<file path="src/rtl/cmd_dispatch_if.sv">
// Command dispatcher bus: command-buffer read side plus downstream valid/ready stream.
// The master modport is the dispatcher; the slave modport is the buffer/consumer side.
interface cmd_dispatch_if #(
  parameter int QOS_CLASS_NUM = 4,
  parameter int PAYLD_BW      = 8
);
  localparam int QW = $clog2(QOS_CLASS_NUM);

  logic [QOS_CLASS_NUM-1:0] class_pend;
  logic [QOS_CLASS_NUM-1:0] rd_en;
  logic [PAYLD_BW-1:0]      payload_in;
  logic [QW-1:0]            qos_in;
  logic                     m_valid;
  logic                     m_ready;
  logic [PAYLD_BW-1:0]      m_payload;
  logic [QW-1:0]            m_qos;

  modport master (
    input  class_pend, payload_in, qos_in, m_ready,
    output rd_en, m_valid, m_payload, m_qos
  );

  modport slave (
    output class_pend, payload_in, qos_in, m_ready,
    input  rd_en, m_valid, m_payload, m_qos
  );
endinterface

</file>
<file path="src/rtl/cmd_dispatch.sv">
// QoS command dispatcher: strict-priority read of a class buffer into a 2-entry output FIFO.
// Define CMD_DISPATCH_STARVE_EN to add per-class starvation promotion.
module cmd_dispatch #(
  parameter int QOS_CLASS_NUM = 4,
  parameter int PAYLD_BW      = 8,
  parameter int STARVE_LIMIT  = 8
) (
  input  logic          clk,
  input  logic          rst_n,
  cmd_dispatch_if.master bus
);
  localparam int QW = $clog2(QOS_CLASS_NUM);
  localparam logic [QOS_CLASS_NUM-1:0] ONE_HOT0 = QOS_CLASS_NUM'(1);

  if (QOS_CLASS_NUM < 2 || STARVE_LIMIT < 1) begin : g_bad_params
    $error("cmd_dispatch: QOS_CLASS_NUM must be >= 2 and STARVE_LIMIT >= 1");
  end

  typedef enum logic [1:0] {IDLE, READ, CAPT} state_t;

  state_t                   state_q, state_d;
  logic [QW-1:0]            grant_q, grant_d;
  logic                     grant_take;
  logic                     push;
  logic                     pop;
  logic [QOS_CLASS_NUM-1:0] rd_en_d;

  logic [PAYLD_BW-1:0]      pay_q [2];
  logic [QW-1:0]            qos_q [2];
  logic                     wr_ptr_q, rd_ptr_q;
  logic [1:0]               count_q;

`ifdef CMD_DISPATCH_STARVE_EN
  localparam int CW = $clog2(STARVE_LIMIT + 1);
  localparam logic [CW-1:0] LIMIT = CW'(STARVE_LIMIT);
  logic [CW-1:0] starve_q [QOS_CLASS_NUM];
`endif

  // Arbitration: highest pending index, overridden by the highest starved class
  always_comb begin
    grant_d = '0;
    for (int i = 0; i < QOS_CLASS_NUM; i++) begin
      if (bus.class_pend[i]) grant_d = QW'(i);
    end
`ifdef CMD_DISPATCH_STARVE_EN
    for (int i = 0; i < QOS_CLASS_NUM; i++) begin
      if (bus.class_pend[i] && starve_q[i] == LIMIT) grant_d = QW'(i);
    end
`endif
  end

  always_comb begin
    state_d    = state_q;
    rd_en_d    = '0;
    push       = 1'b0;
    grant_take = 1'b0;
    unique case (state_q)
      IDLE: begin
        if (|bus.class_pend && count_q < 2'd2) begin
          state_d    = READ;
          grant_take = 1'b1;
        end
      end
      READ: begin
        rd_en_d = ONE_HOT0 << grant_q;
        state_d = CAPT;
      end
      CAPT: begin
        push    = 1'b1;
        state_d = IDLE;
      end
      default: state_d = IDLE;
    endcase
  end

  always_ff @(posedge clk) begin
    if (!rst_n) begin
      state_q <= IDLE;
      grant_q <= '0;
    end else begin
      state_q <= state_d;
      if (grant_take) grant_q <= grant_d;
    end
  end

  // Output FIFO: the IDLE admission check guarantees a free slot whenever CAPT pushes
  assign pop = (count_q != 2'd0) && bus.m_ready;

  always_ff @(posedge clk) begin
    if (!rst_n) begin
      wr_ptr_q <= 1'b0;
      rd_ptr_q <= 1'b0;
      count_q  <= 2'd0;
      for (int i = 0; i < 2; i++) begin
        pay_q[i] <= '0;
        qos_q[i] <= '0;
      end
    end else begin
      if (push) begin
        pay_q[wr_ptr_q] <= bus.payload_in;
        qos_q[wr_ptr_q] <= bus.qos_in;
        wr_ptr_q        <= ~wr_ptr_q;
      end
      if (pop) rd_ptr_q <= ~rd_ptr_q;
      case ({push, pop})
        2'b10:   count_q <= count_q + 2'd1;
        2'b01:   count_q <= count_q - 2'd1;
        default: count_q <= count_q;
      endcase
    end
  end

`ifdef CMD_DISPATCH_STARVE_EN
  always_ff @(posedge clk) begin
    for (int i = 0; i < QOS_CLASS_NUM; i++) begin
      if (!rst_n || !bus.class_pend[i]) begin
        starve_q[i] <= '0;
      end else if (grant_take) begin
        if (grant_d == QW'(i))         starve_q[i] <= '0;
        else if (starve_q[i] != LIMIT) starve_q[i] <= starve_q[i] + CW'(1);
      end
    end
  end
`endif

  assign bus.rd_en     = rd_en_d;
  assign bus.m_valid   = (count_q != 2'd0);
  assign bus.m_payload = pay_q[rd_ptr_q];
  assign bus.m_qos     = qos_q[rd_ptr_q];
endmodule
</file>
<file path="src/flat_wrapper.sv">
// flat-port wrapper written by rule: the top's interface ports become plain ports
module cmd_dispatch_flat 
#(
  parameter int QOS_CLASS_NUM = 4,
  parameter int PAYLD_BW      = 8,
  parameter int STARVE_LIMIT  = 8
)
  (clk, rst_n, bus_class_pend, bus_payload_in, bus_qos_in, bus_m_ready, bus_rd_en, bus_m_valid, bus_m_payload, bus_m_qos);
  cmd_dispatch_if #(.QOS_CLASS_NUM(QOS_CLASS_NUM), .PAYLD_BW(PAYLD_BW)) bus_i ();
  input  logic clk;
  input  logic rst_n;
  input wire logic [$bits(bus_i.class_pend)-1:0] bus_class_pend;
  input wire logic [$bits(bus_i.payload_in)-1:0] bus_payload_in;
  input wire logic [$bits(bus_i.qos_in)-1:0] bus_qos_in;
  input wire logic [$bits(bus_i.m_ready)-1:0] bus_m_ready;
  output wire logic [$bits(bus_i.rd_en)-1:0] bus_rd_en;
  output wire logic [$bits(bus_i.m_valid)-1:0] bus_m_valid;
  output wire logic [$bits(bus_i.m_payload)-1:0] bus_m_payload;
  output wire logic [$bits(bus_i.m_qos)-1:0] bus_m_qos;
  assign bus_i.class_pend = bus_class_pend;
  assign bus_i.payload_in = bus_payload_in;
  assign bus_i.qos_in = bus_qos_in;
  assign bus_i.m_ready = bus_m_ready;
  assign bus_rd_en = bus_i.rd_en;
  assign bus_m_valid = bus_i.m_valid;
  assign bus_m_payload = bus_i.m_payload;
  assign bus_m_qos = bus_i.m_qos;
  cmd_dispatch #(.QOS_CLASS_NUM(QOS_CLASS_NUM), .PAYLD_BW(PAYLD_BW), .STARVE_LIMIT(STARVE_LIMIT)) u_core (.clk(clk), .rst_n(rst_n), .bus(bus_i));
endmodule
</file>
<file path="config.mk">
export PLATFORM = sky130hd
export DESIGN_NAME = cmd_dispatch_flat
export DESIGN_NICKNAME = d
export VERILOG_FILES = /design/src/rtl/cmd_dispatch_if.sv /design/src/rtl/cmd_dispatch.sv /design/src/flat_wrapper.sv
export SDC_FILE = /design/constraint.sdc
export NUM_CORES = 1
export LEC_CHECK = 0
export CAP_MARGIN = 10
export CORE_UTILIZATION = 40
export CTS_CLUSTER_DIAMETER = 150
export DETAILED_ROUTE_END_ITERATION = 10
export PLACE_DENSITY = 0.67
export SYNTH_ARGS = -nofsm -noshare
export SYNTH_HDL_FRONTEND = slang
export SYNTH_SLANG_ARGS = --single-unit
</file>
<file path="constraint.sdc">
create_clock -name clk -period 2.35 [get_ports clk]
set_clock_uncertainty 0.15 [all_clocks]
set_input_delay 0.235 -clock clk [delete_from_list [all_inputs] [get_ports clk]]
set_output_delay 0.235 -clock clk [all_outputs]
set_load 0.05 [all_outputs]
</file>
==> impl_metrics.json, run 1 <==
{
  "r2r_cells": 2,
  "layout-drive-gt1-share": 0.173,
  "start_util": 0.424,
  "instances_no_fill": 183,
  "fmax_mhz": 434,
  "worstSetupEndpoint": "bus_m_payload[2]",
  "avgSynthCellArea_um2": 13.1,
  "ys_ff_latch": 29,
  "worstPathMaxFanout": 8,
  "numCtsBuffers": 5,
  "worstSetupStartpointType": "register",
  "fp.dieH_um": 58.9,
  "leakagePower_nw": 0.741,
  "port_buffers": 31,
  "hold_violations": 0,
  "n_antenna_cell": 0,
  "gp_congestion": 0.632,
  "grtUsageTotal": 0.156,
  "maxCapViolCount": 0,
  "hp-class": "register to register",
  "worst_r2r_endpoint": "u_core.pay_q[1][5]",
  "yosys-top-cells-area": "edfxtp_1, dfxtp_1, and2_1",
  "ff2ff_setup_slack_ns": 0.69,
  "htree_num_levels": 2,
  "fin_ws_ns": 0.0471,
  "drtPass1Iterations": 4,
  "outcome": "complete, no violations",
  "dp_cells": 175,
  "cp-end-kind": "output pin",
  "rsz0062_at_grt": "no",
  "drc": 0,
  "core_um2": 3050,
  "clkTransAtPathRegs_ns": 0.08,
  "antenna_found_initial": 0,
  "crit_required_ns": 1.97,
  "synth.cell_area_um2": 1290,
  "grt_overflow": 0,
  "drv_slew": 0,
  "grt_max_degree": 15,
  "die_width_um": 58.9,
  "io_pins": 32,
  "ir_drop_mv": 0.517,
  "postPlaceCellArea_um2": 1690,
  "fin_area_um2": 1750,
  "period_share": 0.980,
  "rows": 20,
  "crit_type": "register to output pin",
  "drt_wl_total_um": 2340,
  "grt_pass1_wl_um": 3890,
  "power_density_nw_per_um2": 798,
  "cts_tree": "built",
  "dp_slack_ns": 0.367,
  "worst_pin_slew_ns": 0.577,
  "wire_per_inst_um": 12.8,
  "fin_setup_tns_ns": 0,
  "postLayoutCoreUtil": 0.572,
  "async_flop_share": 0,
  "fin_nets": 156,
  "regToRegStartpoint": "u_core.wr_ptr_q",
  "root_buffer": "clkbuf_4",
  "fillers": 283,
  "clock_path_buffers": 2,
  "cts-hold-fix-buffers": 0,
  "die_area_um2": 3470,
  "drtIter0Drc": 13,
  "synthCells": 99,
  "routed-via-count": 862,
  "postCtsSetupBuffers": 0,
  "clock_latency_ns": 0.31,
  "synthTopCellsByCount": "and2_1, edfxtp_1, mux2_2",
  "fin_crit_ns": 2.30,
  "max_slew_margin": 0.615,
  "drt-vias-per-instance": 4.71,
  "dp_hpwl_um": 1540,
  "synth_ff_type": "edfxtp_1",
  "synth_top_cell_by_area": "edfxtp_1",
  "yosysSeqAreaShare": 0.603,
  "cp.arrival_ns": 1.92,
  "postSynthNetCount": 117,
  "synth.distinct_cells": 27,
  "syn_to_final_growth_pct": 35.0,
  "finalSetupViolations": 0,
  "antenna_left": 0,
  "synth_top_area_frac": 0.464,
  "synth_edf_count": 20,
  "first_global_vias": 882,
  "cts_sinks": 29,
  "synth_warnings": 0,
  "yosysMostFrequentCell": "and2_1"
}
[state kept, by name, indices dropped and copies added, names as in the netlist, named ones only]
register and count:
u_core.wr_ptr_q 1, u_core.qos_q 4, u_core.grant_q 2, u_core.rd_ptr_q 1, u_core.pay_q 16, u_core.state_q 2
u_core.count_q 2
[power by group]
group          leakage, nW  switching (mW)  total [mW]  internal (mW)
sequential           0.282          0.0377       0.636          0.598
combinational        0.433           0.268       0.478          0.210
clock               0.0269           0.165       0.280          0.115
[cell type report]
class / count / area, µm² / area share
sequential: 29 / 781 / 0.447
multi-input combinational: 67 / 499 / 0.286
timing repair buffer: 35 / 363 / 0.208
tap: 44 / 55.1 / 0.0315
clock buffer: 7 / 45.0 / 0.0258
clock inverter: 1 / 3.75 / 0.00215
[per-layer routing]
metal / part of all wire / track usage / vias up
met5: 0 / 0 / -
met2: 0.50 / 0.269 / 27
met1: 0.43 / 0.178 / 406
met4: 0.0090 / 0.0510 / 0
li1: - / - / 426
met3: 0.057 / 0.0571 / 3
[kinds of logic after synthesis]
kind of cell    Yosys count  share of synthesized area
simple gates             44                      0.222
mux                      11                     0.0948
xor+xnor                  4                     0.0271
buf+inv                   3                     0.0106
flops                    29                      0.603
compound gates            7                     0.0319
fa+ha+maj                 1                    0.00967
[how the worst min path moves through the flow]
stage | cells past startpoint | start | end
finish | 2 | u_core.grant_q[0] | u_core.grant_q[0]
global route | 2 | u_core.count_q[1] | u_core.count_q[1]
CTS | 2 | u_core.grant_q[0] | u_core.grant_q[0]
detailed placement | 2 | u_core.grant_q[0] | u_core.grant_q[0]
global placement | 2 | u_core.grant_q[0] | u_core.grant_q[0]
floorplan | 2 | rst_n | u_core.grant_q[0]
[cell usage in the layout (no fill, tap or decap), types with 3 or more instances in the layout]
cell type         n
and2_1           24
buf_4             4
dfxtp_1           9
clkdlybuf4s50_1  22
xnor2_1           4
clkbuf_4          5
mux2_2           10
edfxtp_1         20
nand2_1           3
dlymetal6s2s_1    6
o21ai_0           4
nor2b_1           4
[timing repair]
| action | 4_1_cts | 5_1_grt |
|---|---|---|
| setup endpoints to repair | 2 | 6 |
| cloned | 0 | 0 |
| resized for setup | 2 | 6 |
| hold endpoints to repair | 0 | 0 |
[stage by stage]
step                total power, mW  hold WS, ns
floorplan                     0.969        0.248
global placement               1.12        0.342
detailed placement             1.13        0.362
CTS                            1.41        0.381
global route                   1.46        0.403
finish                         1.39        0.368
[worst max-delay path: stages (launching register included)]
cell and delay (ns):
dfxtp_1 0.43, buf_12 0.16, mux2_2 0.32, clkdlybuf4s50_1 0.70
(Power assumes the default switching activity.)
==> inputs of run 2 (changes only) <==
PLACE_DENSITY = 0.7   (was 0.67)
clock period = 2 ns   (was 2.35 ns; I/O delays follow)
==> run 2 against run 1 <==
Global-route usage up 0.42 points. Critical path depth decreased by 1. Worst hold slack better by 0.022 ns. Register-to-register slack worse by 0.35 ns. Die area is the same. Power rose by 16%. Setup slack better by 0.086 ns. Sequential share of layout area is 0.72 points higher. First-iteration DRC count decreased by 15%. Critical endpoint is now bus_m_payload[3].
==> impl_metrics.json, run 2 (same netlist as run 1, synthesis figures left out) <==
{
  "fin_ws_ns": 0.133,
  "die_area_um2": 3470,
  "cts-hold-fix-buffers": 0,
  "fin_area_um2": 1720,
  "regMostFlops": "u_core.pay_q",
  "crit_path_max_incr_delay_ns": 0.61,
  "ctsResizeCount": 1,
  "r2r_cells": 4,
  "layout_commonest_cell": "and2_1",
  "finalSetupViolations": 0,
  "port_buffers": 31,
  "worst_r2r_endpoint": "u_core.count_q[1]",
  "worstPathMaxFanout": 10,
  "hold_violations": 0,
  "worstSetupStartpointType": "register",
  "postCtsSetupBuffers": 0,
  "cpMaxStageDelayCell": "dfxtp_1",
  "fmax_mhz": 535,
  "period_share": 0.934,
  "worst_pin_slew_ns": 0.484,
  "hold_slack_ns": 0.390,
  "leakagePower_nw": 0.682,
  "regToRegStartpoint": "u_core.count_q[1]",
  "reg_top3": "u_core.pay_q x16, u_core.qos_q x4",
  "path_cells": "mux2_2 > buf_4",
  "hold_depth": 2,
  "htree_num_levels": 2,
  "hp-class": "register to register",
  "dp_slack_ns": 0.156,
  "max_slew_margin": 0.679,
  "drtPass1Iterations": 4,
  "root_buffer": "clkbuf_4",
  "gp_congestion": 0.649,
  "multi_input_area_um2": 504,
  "drt_wl_total_um": 2340,
  "grt_max_degree": 11,
  "power_density_nw_per_um2": 943,
  "n_antenna_cell": 0,
  "antenna_found_initial": 0,
  "fillers": 285,
  "crit_required_ns": 1.65,
  "register_area_um2": 781,
  "drtIter0Drc": 11,
  "numCtsBuffers": 5,
  "outcome": "complete, no violations",
  "die_width_um": 58.9,
  "maxCapViolCount": 0,
  "drc": 0,
  "cp.arrival_ns": 1.52,
  "fin_setup_tns_ns": 0,
  "largest_reg_flops": 16,
  "clock_path_buffers": 2,
  "wire_per_inst_um": 12.8,
  "cts_sinks": 29,
  "fp.dieH_um": 58.9,
  "fin_crit_ns": 1.87,
  "antenna_left": 0,
  "drv_slew": 0,
  "io_pins": 32,
  "ir_drop_mv": 0.484,
  "syn_to_final_growth_pct": 32.9,
  "layout-drive-gt1-share": 0.281,
  "routed-via-count": 873,
  "postPlaceCellArea_um2": 1670,
  "min_from": "u_core.grant_q[1]",
  "grtUsageTotal": 0.160,
  "start_util": 0.424,
  "cp-end-kind": "output pin",
  "clkTransAtPathRegs_ns": 0.09,
  "clock_latency_ns": 0.33,
  "drt-vias-per-instance": 4.77,
  "fin_nets": 156,
  "dp_hpwl_um": 1700,
  "final_cell_mix": "and2_1, edfxtp_1, clkdlybuf4s50_1, buf_4, mux2_2",
  "first_global_vias": 949,
  "ff2ff_setup_slack_ns": 0.34,
  "grt_overflow": 0,
  "core_um2": 3050,
  "cts_tree": "built",
  "total_power_mw": 1.62,
  "instances_no_fill": 183,
  "crit_type": "register to output pin",
  "postLayoutCoreUtil": 0.563,
  "dp_cells": 175,
  "rows": 20,
  "rsz0062_at_grt": "no",
  "grt_pass1_wl_um": 3950,
  "hold_end": "u_core.grant_q[1]"
}
run 2: cell types whose count changed in the layout (fill, tap and decap cells not counted):
cell | before | now
nor3b_2 | 0 | 1
clkdlybuf4s50_1 | 22 | 16
dlygate4sd2_1 | 2 | 1
buf_12 | 1 | 2
clkbuf_1 | 2 | 0
clkinv_1 | 1 | 2
buf_4 | 4 | 16
dlymetal6s2s_1 | 6 | 0
nor3b_1 | 1 | 0
clkinv_2 | 0 | 1
run 2: critical path: cells and delay by family, from the launching register on:
family	cells	cell delay, ns
muxes	1	0.40
DFF	1	0.61
buffers and inverters	1	0.19
run 2: layer usage:
metal  up-vias  global-route usage  share of wire
met2        28               0.313           0.53
met4         0              0.0510          0.015
met1       417               0.149           0.40
li1        425                   -              -
met3         3              0.0637          0.057
met5         -                   0              0
run 2: cell type report:
type	instances	area share
Tap cell	44	0.0320
Timing Repair Buffer	35	0.191
Clock buffer	5	0.0218
Multi-Input combinational cell	67	0.293
Sequential cell	29	0.454
Clock inverter	3	0.00728
run 2: how the worst max path moves through the flow:
stage	from	end	cells after the start
final	register	bus_m_payload[3]	2
after global routing	register	bus_m_payload[5]	2
after CTS	register	bus_m_payload[5]	2
after detailed placement	bus_m_ready	u_core.count_q[1]	5
after global placement	bus_m_ready	u_core.count_q[1]	5
after floorplan	u_core.state_q[0]	u_core.pay_q[0][0]	2
run 2: power by group:
group / leakage, nW / switching (mW) / total [mW] / internal, mW
clock: 0.0300 / 0.200 / 0.326 / 0.127
combinational: 0.371 / 0.306 / 0.534 / 0.229
sequential: 0.282 / 0.0582 / 0.761 / 0.703
